<file path="src/rtl/game_pkg.sv">
// Shared types and constants for the game-flow sequencer.
//   game_state_t : screen/state encoding (3 bits; codes 6 and 7 are unused)
//   KEY_SPACE    : keycode of the space bar
//   KEY_P        : keycode of the P key
//   LIVES_W      : width of the lives counter
//   LEVEL_W      : width of the level counter
//   max_int      : larger of two integers, used to size the shared counter
package game_pkg;

  typedef enum logic [2:0] {
    S_START    = 3'd0,
    S_PLAY     = 3'd1,
    S_PAUSE    = 3'd2,
    S_RESPAWN  = 3'd3,
    S_GAMEOVER = 3'd4,
    S_WIN      = 3'd5
  } game_state_t;

  localparam logic [7:0] KEY_SPACE = 8'h2c;
  localparam logic [7:0] KEY_P     = 8'h13;

  localparam int LIVES_W = 4;
  localparam int LEVEL_W = 4;

  function automatic int max_int(input int a, input int b);
    return (a > b) ? a : b;
  endfunction

endpackage

</file>
<file path="src/rtl/key_press_detect.sv">
// Rising-edge detector for one keyboard keycode.
// A press is flagged in the first cycle the keycode equals KEY; holding the
// key produces no further presses until it is released and pressed again.
//   Clk     : system clock
//   Reset_n : asynchronous active-low reset
//   keycode : current keycode, 8'h00 when no key is down
//   press   : high for one cycle when KEY is newly pressed
module key_press_detect
  import game_pkg::*;
#(
  parameter logic [7:0] KEY = KEY_SPACE
) (
  input  logic       Clk,
  input  logic       Reset_n,
  input  logic [7:0] keycode,
  output logic       press
);

  logic [7:0] keycode_p0;

  // Stage 0: previous keycode. Resetting to "no key" makes a key that is
  // already held when reset releases count as a fresh press.
  always_ff @(posedge Clk or negedge Reset_n) begin
    if (!Reset_n) begin
      keycode_p0 <= 8'h00;
    end else begin
      keycode_p0 <= keycode;
    end
  end

  assign press = (keycode == KEY) && (keycode_p0 != KEY);

endmodule

</file>
<file path="src/rtl/game_flow_ctrl.sv">
// Game-flow sequencer: chooses the active screen (start, play, pause,
// game over, win) and tracks lives and level for the playfield and ghosts.
//   Clk         : system clock
//   Reset_n     : asynchronous active-low reset
//   keycode     : current keyboard keycode, 8'h00 = none
//   life_lost   : one-cycle pulse from collision logic
//   level_clear : one-cycle pulse when all dots are eaten
//   starton     : start screen select
//   playon      : playfield select (PLAY, PAUSE, RESPAWN)
//   freeze      : sprites hold position (PAUSE, RESPAWN)
//   gameoveron  : game-over screen select
//   winon       : win screen select
//   round_init  : one-cycle pulse that re-seeds sprites and dots
//   lives       : lives remaining
//   level       : current level, 0-based
module game_flow_ctrl
  import game_pkg::*;
#(
  parameter logic [7:0] START_KEY = KEY_SPACE,
  parameter logic [7:0] PAUSE_KEY = KEY_P,
  parameter int         LIVES     = 3,
  parameter int         LEVELS    = 4,
  parameter int         COOLDOWN  = 7,
  parameter int         RESPAWN   = 64
) (
  input  logic               Clk,
  input  logic               Reset_n,
  input  logic [7:0]         keycode,
  input  logic               life_lost,
  input  logic               level_clear,
  output logic               starton,
  output logic               playon,
  output logic               freeze,
  output logic               gameoveron,
  output logic               winon,
  output logic               round_init,
  output logic [LIVES_W-1:0] lives,
  output logic [LEVEL_W-1:0] level
);

  // One down-counter serves both the start-screen cooldown and the respawn
  // freeze, so it is sized for the longer of the two.
  localparam int CNT_W = $clog2(max_int(COOLDOWN, RESPAWN) + 1);

  localparam logic [CNT_W-1:0]   CNT_COOL   = CNT_W'(COOLDOWN);
  localparam logic [CNT_W-1:0]   CNT_RESP   = CNT_W'(RESPAWN);
  localparam logic [CNT_W-1:0]   CNT_ONE    = CNT_W'(1);
  localparam logic [CNT_W-1:0]   CNT_ZERO   = '0;
  localparam logic [LIVES_W-1:0] LIVES_INIT = LIVES_W'(LIVES);
  localparam logic [LIVES_W-1:0] LIVES_ONE  = LIVES_W'(1);
  localparam logic [LEVEL_W-1:0] LEVEL_LAST = LEVEL_W'(LEVELS - 1);
  localparam logic [LEVEL_W-1:0] LEVEL_ONE  = LEVEL_W'(1);

  logic press_start;
  logic press_pause;

  key_press_detect #(
    .KEY (START_KEY)
  ) u_start_key (
    .Clk     (Clk),
    .Reset_n (Reset_n),
    .keycode (keycode),
    .press   (press_start)
  );

  key_press_detect #(
    .KEY (PAUSE_KEY)
  ) u_pause_key (
    .Clk     (Clk),
    .Reset_n (Reset_n),
    .keycode (keycode),
    .press   (press_pause)
  );

  game_state_t          state_p0, state_d;
  logic [CNT_W-1:0]     cnt_p0, cnt_d;
  logic [LIVES_W-1:0]   lives_p0, lives_d;
  logic [LEVEL_W-1:0]   level_p0, level_d;
  logic                 round_init_p0, round_init_d;

  // Stage 0: state, counter and game-progress registers
  always_ff @(posedge Clk or negedge Reset_n) begin
    if (!Reset_n) begin
      state_p0      <= S_START;
      cnt_p0        <= CNT_COOL;
      lives_p0      <= LIVES_INIT;
      level_p0      <= '0;
      round_init_p0 <= 1'b0;
    end else begin
      state_p0      <= state_d;
      cnt_p0        <= cnt_d;
      lives_p0      <= lives_d;
      level_p0      <= level_d;
      round_init_p0 <= round_init_d;
    end
  end

  always_comb begin
    state_d      = state_p0;
    cnt_d        = cnt_p0;
    lives_d      = lives_p0;
    level_d      = level_p0;
    round_init_d = 1'b0;

    case (state_p0)
      S_START: begin
        if (cnt_p0 != CNT_ZERO) begin
          cnt_d = cnt_p0 - CNT_ONE;
        end else if (press_start) begin
          state_d      = S_PLAY;
          lives_d      = LIVES_INIT;
          level_d      = '0;
          round_init_d = 1'b1;
        end
      end

      S_PLAY: begin
        // A life lost outranks a simultaneous level clear.
        if (life_lost) begin
          if (lives_p0 <= LIVES_ONE) begin
            state_d = S_GAMEOVER;
            lives_d = '0;
          end else begin
            state_d = S_RESPAWN;
            lives_d = lives_p0 - LIVES_ONE;
            cnt_d   = CNT_RESP;
          end
        end else if (level_clear) begin
          if (level_p0 >= LEVEL_LAST) begin
            state_d = S_WIN;
          end else begin
            level_d      = level_p0 + LEVEL_ONE;
            round_init_d = 1'b1;
          end
        end else if (press_pause) begin
          state_d = S_PAUSE;
        end
      end

      S_PAUSE: begin
        if (press_pause || press_start) begin
          state_d = S_PLAY;
        end
      end

      S_RESPAWN: begin
        // Leaving on count 1 gives a dwell of exactly RESPAWN cycles.
        if (cnt_p0 <= CNT_ONE) begin
          state_d      = S_PLAY;
          round_init_d = 1'b1;
        end else begin
          cnt_d = cnt_p0 - CNT_ONE;
        end
      end

      S_GAMEOVER, S_WIN: begin
        if (press_start) begin
          state_d = S_START;
          cnt_d   = CNT_COOL;
        end
      end

      default: begin
        state_d = S_START;
        cnt_d   = CNT_COOL;
      end
    endcase
  end

  assign starton    = (state_p0 == S_START);
  assign playon     = (state_p0 == S_PLAY) || (state_p0 == S_PAUSE) ||
                      (state_p0 == S_RESPAWN);
  assign freeze     = (state_p0 == S_PAUSE) || (state_p0 == S_RESPAWN);
  assign gameoveron = (state_p0 == S_GAMEOVER);
  assign winon      = (state_p0 == S_WIN);
  assign round_init = round_init_p0;
  assign lives      = lives_p0;
  assign level      = level_p0;

endmodule

</file>
<file path="config.mk">
export PLATFORM = sky130hd
export DESIGN_NAME = game_flow_ctrl
export DESIGN_NICKNAME = d
export VERILOG_FILES = /design/src/rtl/game_pkg.sv /design/src/rtl/key_press_detect.sv /design/src/rtl/game_flow_ctrl.sv
export SDC_FILE = /design/constraint.sdc
export NUM_CORES = 1
export LEC_CHECK = 0
export ABC_CLOCK_PERIOD_IN_PS = 2700
export BUFFER_PORTS_ARGS = -buffer_cell sky130_fd_sc_hd__clkbuf_2
export CORE_MARGIN = 8
export CORE_UTILIZATION = 33
export CTS_CLUSTER_DIAMETER = 60
export DETAILED_ROUTE_END_ITERATION = 8
export MAX_ROUTING_LAYER = met4
export PLACE_DENSITY = 0.48
export SETUP_SLACK_MARGIN = 0.15
export SKIP_LAST_GASP = 1
export SYNTH_ARGS = -nofsm -noshare
export SYNTH_HDL_FRONTEND = slang
export SYNTH_SLANG_ARGS = --single-unit
</file>
<file path="constraint.sdc">
create_clock -name Clk -period 2.7 [get_ports Clk]
set_input_delay 0.135 -clock Clk [delete_from_list [all_inputs] [get_ports Clk]]
set_output_delay 0.135 -clock Clk [all_outputs]
set_load 0.03 [all_outputs]
</file>
==> results.rst, run 1 <==
.. list-table::
   :header-rows: 1

   * - Metric
     - Value
   * - Root Buffer
     - sky130_fd_sc_hd__clkbuf_8
   * - CTS Buf Count
     - 3
   * - Gates resized, CTS repair
     - 0
   * - Slew at the pin with the worst max-slew slack
     - 0.692 ns
   * - Total Routing Usage GR
     - 0.111
   * - Worst-path maximum fanout
     - 6
   * - Class of the tightest hold or removal check
     - in2reg
   * - Max VDD drop
     - 388 uV
   * - Cell Pwr Density
     - 1120 nW/um^2
   * - Share of the synthesized area in compound gates (AO/OA/AOI/OAI)
     - 0.182
   * - Diode insertion count for antenna repair
     - 0
   * - Horizontal extent of the die
     - 84.4 microns
   * - Multi-input gate area in the final layout
     - 813 sq um
   * - Number of nets in the layout
     - 210
   * - Final routed wire length divided by cell count
     - 15.2 microns
   * - Layout Area Growth over Synthesis
     - 21.1%
   * - End point of the critical path
     - cnt_p0[1]
   * - Layout Skew
     - 0.00434 ns
   * - Core region area
     - 4630 sq um
   * - Post-detail-place hpwl
     - 2730 microns
   * - Setup Fix Bufs, Post-CTS
     - 0
   * - Violation count after the first detailed-route iteration
     - 36
   * - Post-synthesis mux area share
     - 0.00730
   * - Post-synthesis share of cell area spent on full adders, half adders and majority gates
     - 0.0487
   * - Share of the clock period used by the worst path after layout
     - 0.859
   * - Critical path required time
     - 2.91 ns
   * - Drt total wl
     - 3720 microns
   * - TritonCTS Sinks
     - 27
   * - Number of global-route vias before repair
     - 1325
   * - Element type at the critical path start
     - register
   * - Sequential area share after synthesis
     - 0.442
   * - Static Leakage
     - 0.842 nW
   * - Highest-delay cell along the critical path
     - sky130_fd_sc_hd__dfstp_2
   * - Xor-xnor portion of the synthesized cell area
     - 0
   * - Critical path type
     - reg2reg
   * - EDFF count, synth
     - 0
   * - Mapped Area
     - 1540 sq um
   * - Gate count of the mapped netlist
     - 155
   * - Pins Over Slew Limit
     - 0
   * - Initial Util
     - 0.333
   * - Worst R2R End
     - cnt_p0[1]
   * - Simple-Gate Fraction of Synth Area
     - 0.289
   * - Relative slew slack
     - 0.539
   * - Setup TNS after final layout
     - 0 ns
   * - First-pass detailed-route iteration total
     - 4
   * - Peak clock frequency supported by timing
     - 0.431 GHz
   * - CTS clk-pin slew, worst paths
     - 0.10 ns
   * - Run status
     - finished, final reports clean
   * - Maximum capacitance violations
     - 0
   * - DRC violations left
     - 0
   * - Placer congestion estimate
     - 0.827
   * - TritonCTS clock tree
     - done
   * - CP Data Arrival Time
     - 2.53 ns
   * - Vias per cell
     - 5.39
   * - Die Ht
     - 84.4 microns
   * - Fraction of layout cells with a size suffix above 1
     - 0.241
   * - H-tree lvl count
     - 1
   * - Final setup violating endpoints
     - 0
   * - Combinational family with the most area after synthesis
     - simple AND/OR/NAND/NOR gates
   * - Number of antenna violations at the first check in global routing
     - 0
   * - Overflow left after global routing
     - 0
   * - Number of placement rows
     - 25
   * - Category of the worst setup path capture point
     - register
   * - Unrepaired setup endpoints after global routing
     - false
   * - Total of flip-flops plus latches after synthesis
     - 27
   * - Worst setup startpoint
     - lives[0]
   * - Final hold violation count
     - 0
   * - Most common cell after layout, fill and taps aside
     - sky130_fd_sc_hd__clkbuf_2
   * - Most frequent cells in the layout
     - 25 x sky130_fd_sc_hd__clkbuf_2, 22 x sky130_fd_sc_hd__dfrtp_1, 12 x sky130_fd_sc_hd__nor2_1, 12 x sky130_fd_sc_hd__nand2_1
   * - CP cell instances
     - inv_1 -> ha_1 -> or2_4 -> a21bo_1 -> a221o_1 -> nand2_2 -> mux2_1
   * - Sequential cell area
     - 682 sq um
   * - Worst reg2reg path depth
     - 7
   * - Deepest clock path buffer count
     - 2
   * - Boundary Pins
     - 26
   * - RR Startpoint
     - lives[0]
   * - Final critical-path required period
     - 2.32 ns
   * - Wire length of the first global-routing pass
     - 6290 microns
   * - Hold buffer count at cts
     - 9
   * - Share of the core filled with cells in the final layout
     - 0.404
   * - Maximum number of pins on one net before global-route repair
     - 28
   * - Internal reg-to-reg setup slack
     - 0.38 ns
   * - Worst path max stage delay
     - 0.58 ns
   * - Clock latency of the later-clocked register in the worst-skew pair
     - 0.28 ns
   * - Synth warnings
     - 0
   * - Floorplan die area
     - 7120 sq um
   * - Commonest register cell after synthesis
     - sky130_fd_sc_hd__dfrtp_1
   * - Number of cells traversed by the worst hold path
     - 4
   * - Distinct cell type count after synthesis
     - 53
   * - Antenna viol nets, final
     - 0
   * - Post-synthesis average cell area
     - 9.95 sq um
   * - Total number of vias
     - 1321
   * - Synthesized Nets
     - 173
   * - Fill count
     - 465
   * - Port-buffer cells
     - 25
   * - Fraction of synthesis flops using an asynchronous set or reset pin
     - 1.00
-- cells in the mapped netlist, types with 2 or more instances --
| cell type | n | area, sq um |
|---|---|---|
| sky130_fd_sc_hd__a21oi_1 | 8 | 40.0 |
| sky130_fd_sc_hd__a31oi_1 | 7 | 43.8 |
| sky130_fd_sc_hd__a32o_1 | 2 | 20.0 |
| sky130_fd_sc_hd__and2_1 | 2 | 12.5 |
| sky130_fd_sc_hd__and3_1 | 2 | 12.5 |
| sky130_fd_sc_hd__buf_2 | 2 | 10.0 |
| sky130_fd_sc_hd__dfrtp_1 | 22 | 551 |
| sky130_fd_sc_hd__dfstp_2 | 5 | 131 |
| sky130_fd_sc_hd__ha_1 | 6 | 75.1 |
| sky130_fd_sc_hd__inv_1 | 9 | 33.8 |
| sky130_fd_sc_hd__nand2_1 | 12 | 45.0 |
| sky130_fd_sc_hd__nand2b_1 | 4 | 25.0 |
| sky130_fd_sc_hd__nand3_1 | 7 | 35.0 |
| sky130_fd_sc_hd__nor2_1 | 12 | 45.0 |
| sky130_fd_sc_hd__nor2b_1 | 3 | 18.8 |
| sky130_fd_sc_hd__nor3_1 | 6 | 30.0 |
| sky130_fd_sc_hd__o21ai_0 | 3 | 15.0 |
| sky130_fd_sc_hd__o21ai_1 | 3 | 15.0 |
| sky130_fd_sc_hd__o22ai_1 | 2 | 12.5 |
| sky130_fd_sc_hd__o311ai_1 | 2 | 17.5 |
| sky130_fd_sc_hd__or3_1 | 4 | 25.0 |
-- cell type report --
class | count | area share
clock buffers | 3 | 0.0221
clock inverters | 1 | 0.00402
inverters | 9 | 0.0181
multi-input cells | 116 | 0.435
flip-flops and latches | 27 | 0.365
well taps | 54 | 0.0362
repair buffers | 35 | 0.119
-- how the worst min path moves through the flow --
stage	startpoint	slack (ns)	end
2_1_floorplan	Reset_n	-0.16	cnt_p0[3]
3_3_place_gp	Reset_n	0.21	cnt_p0[6]
3_5_place_dp	Reset_n	0.22	cnt_p0[6]
4_1_cts	life_lost	0.23	lives[0]
5_1_grt	life_lost	0.23	lives[0]
6_report	life_lost	0.24	lives[0]
-- per-stage QoR --
stage	worst slack (ns)	hold slack (ns)	power [W]	instance area, sq um	instances
floorplan	0.405	-0.161	0.00156	1540	155
global route	0.271	0.235	0.00227	1870	245
CTS	0.371	0.228	0.00210	1870	245
global placement	0.451	0.207	0.00183	1730	232
finish	0.379	0.244	0.00209	1870	245
detailed placement	0.395	0.222	0.00184	1730	232
-- logic make-up (layout without fill, tap and decap cells) --
family                     after synthesis  after routing
and+or+nand+nor                         70             70
AOI/OAI and AO/OA                       39             39
DFF                                     27             27
buffers and inverters                   12             48
adders and majority gates                6              6
muxes                                    1              1
-- power by group --
group | internal, W | switching, W | total [W]
Combinational | 0.000432 | 0.000660 | 0.00109
Sequential | 0.000563 | 0.000188 | 0.000751
Clock | 0.000105 | 0.000137 | 0.000242
-- routing by layer --
metal	vias up	track usage	wire length [microns]
li1	642	-	-
met1	646	0.140	1830
met2	25	0.174	1740
met3	8	0.0185	90
met4	0	0.0388	63
met5	-	-	0
-- registers in the layout (all words and copies together), names as in the netlist --
register	count
level	4
round_init	1
lives	4
state_p0	3
cnt_p0	7
u_pause_key.keycode_p0	8
-- critical path, delay by kind of cell (launching register included) --
family | cells | cell delay (ns)
adder cells (fa/ha/maj) | 1 | 0.22
AO/OA/AOI/OAI | 2 | 0.63
multiplexers | 1 | 0.33
buffers and inverters | 1 | 0.07
AND/OR/NAND/NOR | 2 | 0.42
flip-flops | 1 | 0.58
(Power assumes the default switching activity.)
==> inputs of run 2 (changes only) <==
--- a/config.mk
+++ b/config.mk
@@ -11,6 +11,7 @@
 export CORE_UTILIZATION = 33
 export CTS_CLUSTER_DIAMETER = 60
 export DETAILED_ROUTE_END_ITERATION = 8
+export GPL_TIMING_DRIVEN = 0
 export MAX_ROUTING_LAYER = met4
 export PLACE_DENSITY = 0.48
 export SETUP_SLACK_MARGIN = 0.15
==> run 2 against run 1 <==
Final cell count up 0.82%. Global-route usage up 0.51 points. Clock skew down 0.00054 ns. Sequential share of layout area down 0.12 points. Register-to-register slack worse by 0.06 ns. Combinational power up 6%. Critical path depth unchanged. Power up 0.54%. Clock power about the same. Largest power group unchanged. Highest routed layer unchanged.
==> results.rst, run 2 (same netlist as run 1, synthesis figures left out) <==
.. list-table::
   :header-rows: 1

   * - Metric
     - Value
   * - Final hold violation count
     - 0 (unchanged)
   * - Category of the worst setup path capture point
     - register (unchanged)
   * - Worst reg2reg path depth
     - 7 (unchanged)
   * - Final setup violating endpoints
     - 0 (unchanged)
   * - Layout Area Growth over Synthesis
     - 21.5% (was 21.1%)
   * - Root Buffer
     - sky130_fd_sc_hd__clkbuf_8 (unchanged)
   * - Total number of vias
     - 1309 (was 1321)
   * - Maximum capacitance violations
     - 0 (unchanged)
   * - Violation count after the first detailed-route iteration
     - 36 (unchanged)
   * - Number of global-route vias before repair
     - 1376 (was 1325)
   * - Internal reg-to-reg setup slack
     - 0.32 ns (was 0.38 ns)
   * - Run status
     - finished, final reports clean (unchanged)
   * - Drt total wl
     - 3890 microns (was 3720 microns)
   * - Initial Util
     - 0.333 (unchanged)
   * - Fraction of layout cells with a size suffix above 1
     - 0.244 (was 0.241)
   * - First-pass detailed-route iteration total
     - 4 (unchanged)
   * - Cell Count, Final, Fillers Out
     - 247 (was 245)
   * - Relative slew slack
     - 0.543 (was 0.539)
   * - Setup TNS after final layout
     - 0 ns (unchanged)
   * - Antenna viol nets, final
     - 0 (unchanged)
   * - Placer congestion estimate
     - 0.774 (was 0.827)
   * - Maximum number of pins on one net before global-route repair
     - 28 (unchanged)
   * - Layout Skew
     - 0.00381 ns (was 0.00434 ns)
   * - Slew at the pin with the worst max-slew slack
     - 0.685 ns (was 0.692 ns)
   * - Core region area
     - 4630 sq um (unchanged)
   * - Total internal power
     - 0.00110 W (about the same)
   * - Vias per cell
     - 5.30 (was 5.39)
   * - Logic pwr share
     - 0.550 (was 0.524)
   * - Deepest clock path buffer count
     - 2 (unchanged)
   * - Post-detail-place hpwl
     - 2860 microns (was 2730 microns)
   * - Most common cell after layout, fill and taps aside
     - sky130_fd_sc_hd__clkbuf_2 (unchanged)
   * - Proportion of power drawn by the clock network
     - 0.116 (about the same)
   * - Largest Register
     - u_pause_key.keycode_p0 (unchanged)
   * - Gates resized, CTS repair
     - 0 (unchanged)
   * - Die Ht
     - 84.4 microns (unchanged)
   * - Number of nets in the layout
     - 212 (was 210)
   * - Element type at the critical path start
     - register (unchanged)
   * - Final routed wire length divided by cell count
     - 15.7 microns (was 15.2 microns)
   * - CTS Buf Count
     - 3 (unchanged)
   * - DRC violations left
     - 0 (unchanged)
   * - Clock latency of the later-clocked register in the worst-skew pair
     - 0.28 ns (about the same)
   * - Overflow left after global routing
     - 0 (unchanged)
   * - TritonCTS clock tree
     - done (unchanged)
   * - H-tree lvl count
     - 1 (unchanged)
   * - Class of the tightest hold or removal check
     - in2reg (unchanged)
   * - Boundary Pins
     - 26 (unchanged)
   * - Total instance count after detailed placement
     - 234 (was 232)
   * - Static Leakage
     - 0.847 nW (was 0.842 nW)
   * - Share of power burned in registers
     - 0.334 (was 0.360)
   * - Cell Pwr Density
     - 1120 nW/um^2 (about the same)
   * - Port-buffer cells
     - 25 (unchanged)
   * - Largest register FFs
     - 8 (unchanged)
   * - Critical path type
     - reg2reg (unchanged)
   * - Horizontal extent of the die
     - 84.4 microns (unchanged)
   * - Unrepaired setup endpoints after global routing
     - false (unchanged)
   * - Worst-path maximum fanout
     - 6 (unchanged)
   * - Floorplan die area
     - 7120 sq um (unchanged)
   * - Max VDD drop
     - 508 uV (was 388 uV)
   * - Number of cells traversed by the worst hold path
     - 4 (unchanged)
   * - Pins Over Slew Limit
     - 0 (unchanged)
   * - Critical path required time
     - 2.91 ns (about the same)
   * - Final critical-path required period
     - 2.38 ns (was 2.32 ns)
   * - Fraction of power spent switching nets
     - 0.474 (was 0.473)
   * - Peak clock frequency supported by timing
     - 0.421 GHz (was 0.431 GHz)
   * - Diode insertion count for antenna repair
     - 0 (unchanged)
   * - TritonCTS Sinks
     - 27 (unchanged)
   * - Total Routing Usage GR
     - 0.116 (was 0.111)
   * - Most frequent cells in the layout
     - 25 x sky130_fd_sc_hd__clkbuf_2, 22 x sky130_fd_sc_hd__dfrtp_1, 12 x sky130_fd_sc_hd__nor2_1, 12 x sky130_fd_sc_hd__nand2_1 (unchanged)
   * - Wire length of the first global-routing pass
     - 6530 microns (was 6290 microns)
   * - Number of antenna violations at the first check in global routing
     - 0 (unchanged)
   * - CTS clk-pin slew, worst paths
     - 0.10 ns (about the same)
   * - Total net switching power
     - 0.000994 W (was 0.000985 W)
   * - Number of placement rows
     - 25 (unchanged)
   * - Top Registers
     - u_pause_key.keycode_p0 x8, cnt_p0 x7 (unchanged)
   * - Share of the clock period used by the worst path after layout
     - 0.880 (was 0.859)
   * - CP Data Arrival Time
     - 2.59 ns (was 2.53 ns)
run 2: metrics by stage:
step	total power [W]	hold WS [ns]	setup slack (ns)	util	area [sq um]
after floorplan	0.00156	-0.161	0.405	-	1540
after global placement	0.00183	0.201	0.369	0.375	1740
after detailed placement	0.00185	0.217	0.346	0.375	1740
after CTS	0.00212	0.219	0.322	0.405	1870
after global routing	0.00227	0.287	0.226	0.405	1870
final	0.00210	0.233	0.323	0.405	1870
run 2: worst paths after layout:
path	to	start
hold reg to reg	cnt_p0[3]	cnt_p0[3]
setup / recovery	cnt_p0[1]	lives[0]
min in group asynchronous	cnt_p0[6]	Reset_n
setup reg to reg	cnt_p0[1]	lives[0]
hold / removal	lives[0]	life_lost
max in group asynchronous	state_p0[1]	Reset_n
run 2: worst max-delay path, cell delays in order, from the launching register on:
cell                      delay, ns
sky130_fd_sc_hd__dfstp_2       0.59
sky130_fd_sc_hd__inv_1         0.07
sky130_fd_sc_hd__ha_1          0.22
sky130_fd_sc_hd__or2_4         0.27
sky130_fd_sc_hd__a21bo_1       0.23
sky130_fd_sc_hd__a221o_1       0.42
sky130_fd_sc_hd__nand2_2       0.16
sky130_fd_sc_hd__mux2_1        0.34
run 2: power groups by stage:
| stage | Sequential (W) | Clock (W) | Combinational [W] |
|---|---|---|---|
| floorplan | 0.000772 | 0 | 0.000784 |
| global placement | 0.000699 | 0 | 0.00113 |
| detailed placement | 0.000709 | 0 | 0.00115 |
| CTS | 0.000701 | 0.000251 | 0.00116 |
| global route | 0.000720 | 0.000269 | 0.00128 |
| finish | 0.000701 | 0.000243 | 0.00115 |
run 2: cell type report:
| cell class | instances | area (sq um) |
|---|---|---|
| fill | 488 | 2760 |
| multi-input combinational | 116 | 813 |
| sequential | 27 | 682 |
| timing repair buffer | 34 | 215 |
| tap | 54 | 67.6 |
| clock buffer | 3 | 41.3 |
| inverter | 9 | 33.8 |
| buffer | 3 | 13.8 |
| clock inverter | 1 | 7.51 |
run 2: what timing repair did:
item	4_1_cts	5_1_grt
setup buffers	0	0
endpoints found under the setup margin	0	0
endpoints found under the hold margin	30	0
hold buffers	9	0
run 2: layer usage:
| layer | global-route usage | vias up | wire length [microns] |
|---|---|---|---|
| li1 | - | 651 | - |
| met1 | 0.147 | 635 | 1910 |
| met2 | 0.181 | 17 | 1850 |
| met3 | 0.0185 | 6 | 73 |
| met4 | 0.0405 | 0 | 55 |
| met5 | - | - | 0 |
